### src/rtl/tdsp_clk_gate_ctrl.sv
// DSP clock-gate controller: wakes the gated DSP clock on request, acknowledges after a settle
// period, and gates it off after a run of idle cycles; the enable launches on negedge so the AND is glitch-free.
module tdsp_clk_gate_ctrl #(
    parameter int WAKE_CYCLES = 4,
    parameter int IDLE_CYCLES = 16,
    parameter int CNT_W       = 8
) (
    input  logic       clk,
    input  logic       rst,
    input  logic       test_mode,
    input  logic       tdsp_req,
    input  logic       tdsp_busy,
    input  logic       force_on,
    output logic       tdsp_clk_enable,
    output logic       tdsp_ack,
    output logic [1:0] gate_state
);

    typedef enum logic [1:0] {
        ST_OFF   = 2'd0,
        ST_WAKE  = 2'd1,
        ST_ON    = 2'd2,
        ST_DRAIN = 2'd3
    } state_t;

    localparam logic [CNT_W-1:0] WAKE_LOAD = CNT_W'(WAKE_CYCLES - 1);
    localparam logic [CNT_W-1:0] IDLE_LOAD = CNT_W'(IDLE_CYCLES - 1);
    localparam logic [CNT_W-1:0] CNT_ONE   = CNT_W'(1);

    state_t           r_state;
    state_t           w_state_nxt;
    logic [CNT_W-1:0] r_cnt;
    logic [CNT_W-1:0] w_cnt_nxt;
    logic             r_ack;
    logic             r_en;
    logic             w_ack_nxt;
    logic             w_en_nxt;
    logic             w_wake;
    logic             w_quiet;

    assign w_wake  = tdsp_req | force_on;
    assign w_quiet = ~tdsp_req & ~tdsp_busy & ~force_on;

    always_ff @(posedge clk or posedge rst) begin
        if (rst) begin
            r_state <= ST_OFF;
            r_cnt   <= '0;
            r_ack   <= 1'b0;
        end else begin
            r_state <= w_state_nxt;
            r_cnt   <= w_cnt_nxt;
            r_ack   <= w_ack_nxt;
        end
    end

    always_comb begin
        w_state_nxt = r_state;
        w_cnt_nxt   = r_cnt;
        if (test_mode) begin
            w_state_nxt = ST_OFF;
            w_cnt_nxt   = '0;
        end else begin
            case (r_state)
                ST_OFF: begin
                    if (w_wake) begin
                        w_state_nxt = ST_WAKE;
                        w_cnt_nxt   = WAKE_LOAD;
                    end
                end
                ST_WAKE: begin
                    // requests are ignored until the clock has settled
                    if (r_cnt == '0) w_state_nxt = ST_ON;
                    else             w_cnt_nxt   = r_cnt - CNT_ONE;
                end
                ST_ON: begin
                    if (w_quiet) begin
                        w_state_nxt = ST_DRAIN;
                        w_cnt_nxt   = IDLE_LOAD;
                    end
                end
                ST_DRAIN: begin
                    if (!w_quiet)          w_state_nxt = ST_ON;
                    else if (r_cnt == '0)  w_state_nxt = ST_OFF;
                    else                   w_cnt_nxt   = r_cnt - CNT_ONE;
                end
                default: w_state_nxt = ST_OFF;
            endcase
        end
    end

    always_comb begin
        w_ack_nxt = (w_state_nxt == ST_ON);
        w_en_nxt  = (r_state != ST_OFF);
    end

    // enable only changes while clk is low, so the downstream AND never glitches
    always_ff @(negedge clk or posedge rst) begin
        if (rst) r_en <= 1'b0;
        else     r_en <= w_en_nxt;
    end

    assign tdsp_clk_enable = r_en;
    assign tdsp_ack        = r_ack;
    assign gate_state      = r_state;

endmodule

### config.mk
export PLATFORM = sky130hd
export DESIGN_NAME = tdsp_clk_gate_ctrl
export DESIGN_NICKNAME = d
export VERILOG_FILES = /design/src/rtl/tdsp_clk_gate_ctrl.sv
export SDC_FILE = /design/constraint.sdc
export NUM_CORES = 1
export LEC_CHECK = 0
export CAP_MARGIN = 20
export CORE_MARGIN = 5
export CORE_UTILIZATION = 35
export DETAILED_ROUTE_END_ITERATION = 8
export DONT_BUFFER_PORTS = 1
export GPL_TIMING_DRIVEN = 0
export PLACE_DENSITY = 0.61
export SLEW_MARGIN = 20
export SYNTH_ARGS = -nofsm -noshare
export SYNTH_HDL_FRONTEND = slang
export SYNTH_SLANG_ARGS = --single-unit
export TNS_END_PERCENT = 50
### constraint.sdc
create_clock -name clk -period 2.2 [get_ports clk]
set_input_delay 0.22 -clock clk [delete_from_list [all_inputs] [get_ports clk]]
set_output_delay 0.22 -clock clk [all_outputs]
set_load 0.02 [all_outputs]
==> impl_metrics.toml <==
[power]
p_switching_mw = 0.528
intPower_mw = 0.662
pwr-share-clk_pct = 14.9
p_per_area_nw_per_um2 = 1450
power.leakage_nw = 0.374
seq_power_share_pct = 37.0
switching_share_pct = 44.4
total_power_mw = 1.19
pwr-share-comb_pct = 48.1
vdd_drop_max_v = 0.000610

[drt]
vias = 588
vias_per_cell = 5.44
routed_wl_um = 1540
drtIter0Drc = 10
drc_errors = 0
antenna_left = 0
dr.pass1.iters = 4
wl_per_cell_um = 14.3

[logic_synthesis]
post-synth-top-count-cell = "dfrtp_1"
ys_seq_area_share_pct = 41.4
synth_top_area_share_pct = 37.9
syn_nets = 83
synth-async-reset-ratio_pct = 100
synth_cells = 75
yosysTopAreaCell = "dfrtp_1"
avgSynthCellArea_um2 = 9.68
synthTopCellsByCount = "11 x dfrtp_1, 8 x inv_1, 8 x nor2_1, 6 x or4_1, 5 x a21oi_1"
synth.area.top_cells = "dfrtp_1 38%, or4_1 6.2%, inv_1 4.1%"
synth_edf_count = 0
synth_cell_type_count = 33
ys_ff_latch = 12
synth-main-ff-cell = "dfrtp_1"
synthesis.area_um2 = 726
synth_warnings = 0

[timing]
worst_pin_slew_ps = 474
fin_hold_ws_ps = 15.6
setup_viol = 0
relSlewSlack_pct = 68.4
hold_viol_final = 0
setup_tns_ps = 0
rsz0062_at_grt = "false"
finClkSkew_ps = 4.95
setup_ws_ps = 85.5
slew_viol_final = 0

[cts]
cts_max_level = 1
clockBufferDepth = 2
path_clk_slew_ps = 80
cts.sinks = 12
cts_root_buf = "clkbuf_4"
clkLatencyLatePin_ps = 280
cts_setup_buffers = 0
cts_tree = "built"
cts_made_buffers = 3

[grt]
grt_pass1_vias = 551
grt_max_degree = 13
grt_pass1_wl_um = 2740
antenna_found_initial = 0
grt-ovfl-total = 0
grt_usage_pct = 11.1

[floorplanning]
die_h_um = 55.5
rows = 16
dieArea_um2 = 3080
die_w_um = 55.5
io_pins = 10
core_area_um2 = 1960
initial_core_util_pct = 37.0

[placed_design]
place_congestion = 0.800
dp.cells = 102
place_hpwl_um = 1090
io_buffers = 0
dp_slack_ps = -9.06
post_dp_cell_area_um2 = 759

[final_layout]
fin_nets = 90
final_area_um2 = 820
fill_cells = 210
area_growth_syn_to_layout_pct = 12.9
diodes = 0
layout-drive-gt1-share_pct = 16.0
fin_cells = 108
post-route-util_pct = 41.8

[worst_setup_path]
end_kind = "flop"
cp_max_fo = 7
arrival_ps = 1150
critical_path.cell_chain = "clkbuf_2, nor2_2, inv_1"
cp.required_ps = 1240
critical-path-max-stage-delay_ps = 460
critPathLaunchType = "flop"
worstSetupPathType = "reg -> reg"
worst-r2r-cell-count = 3
worst_path_max_delay_cell = "dfrtp_1"

[run]
max_cap_viol_count = 0

[status]
outcome = "complete, no violations"

[worst_hold_path]
hold_path_class = "in -> reg"
hold_depth = 1
[cell usage in the layout, fill, tap and decap left out, drive strengths merged, types with 2 or more instances in the layout]
cell and instances:
o31ai 3, nor4 2, inv 8, nor2 8
nor3 3, a21oi 6, a211oi 2, dlygate4sd3 2
nand2 4, dfrtp 11, clkbuf 5, or4 7
ha 2
[repair_timing]
action | in CTS | in global routing
setup endpoints to repair | 1 | 2
gates resized for setup | 1 | 2
hold buffers | 2 | 0
endpoints found under the hold margin | 14 | 0
[critical path, delay by kind of cell, from the launching register on]
kind	cells	cell delay (ps)
AND/OR/NAND/NOR	1	150
flip-flops	1	460
buffers and inverters	2	260
[cells by family after synthesis]
logic type | Yosys count | share of synthesized area (%)
buf+inv | 10 | 6.21
simple gates | 29 | 26.2
fa+ha+maj | 2 | 3.45
mux | 2 | 2.93
compound gates | 20 | 19.8
flops | 12 | 41.4
[registers in the layout, summed over array words and instances, names as in the netlist]
name,flops
tdsp_clk_enable,1
gate_state,2
tdsp_ack,1
r_cnt,8
[routing by layer]
metal	part of all wire [%]	wire [um]	up-vias	global-route usage [%]
li1	-	-	295	-
met1	49	753	280	15.2
met2	46	707	10	16.7
met3	4.5	70	3	4.43
met4	0.71	11	0	2.08
met5	0	0	-	0
[path summary, 6_finish.rpt]
path / startpoint / to / slack [ps]
max reg2reg: gate_state[0] / tdsp_clk_enable / 90
min reg2reg: r_cnt[7] / r_cnt[7] / 550
min: test_mode / tdsp_ack / 20
min in group asynchronous: rst / r_cnt[2] / 390
max in group asynchronous: rst / tdsp_clk_enable / 480
max: gate_state[0] / tdsp_clk_enable / 90
[power by group through the flow]
stage / logic [mW] / clock network [mW] / registers [mW]
after floorplan: 0.466 / 0 / 0.419
after global placement: 0.555 / 0 / 0.444
after detailed placement: 0.560 / 0 / 0.444
after CTS: 0.577 / 0.183 / 0.442
after global routing: 0.651 / 0.195 / 0.460
final: 0.573 / 0.178 / 0.440
[cell type report]
cell class,count,area (um2),area share (%)
sequential,12,300,36.6
multi-input combinational,53,383,46.7
buffer,2,16.3,1.98
inverter,8,30.0,3.66
clock buffer,4,36.3,4.43
timing repair buffer,2,20.0,2.44
tap,27,33.8,4.12
(Power assumes the default switching activity.)
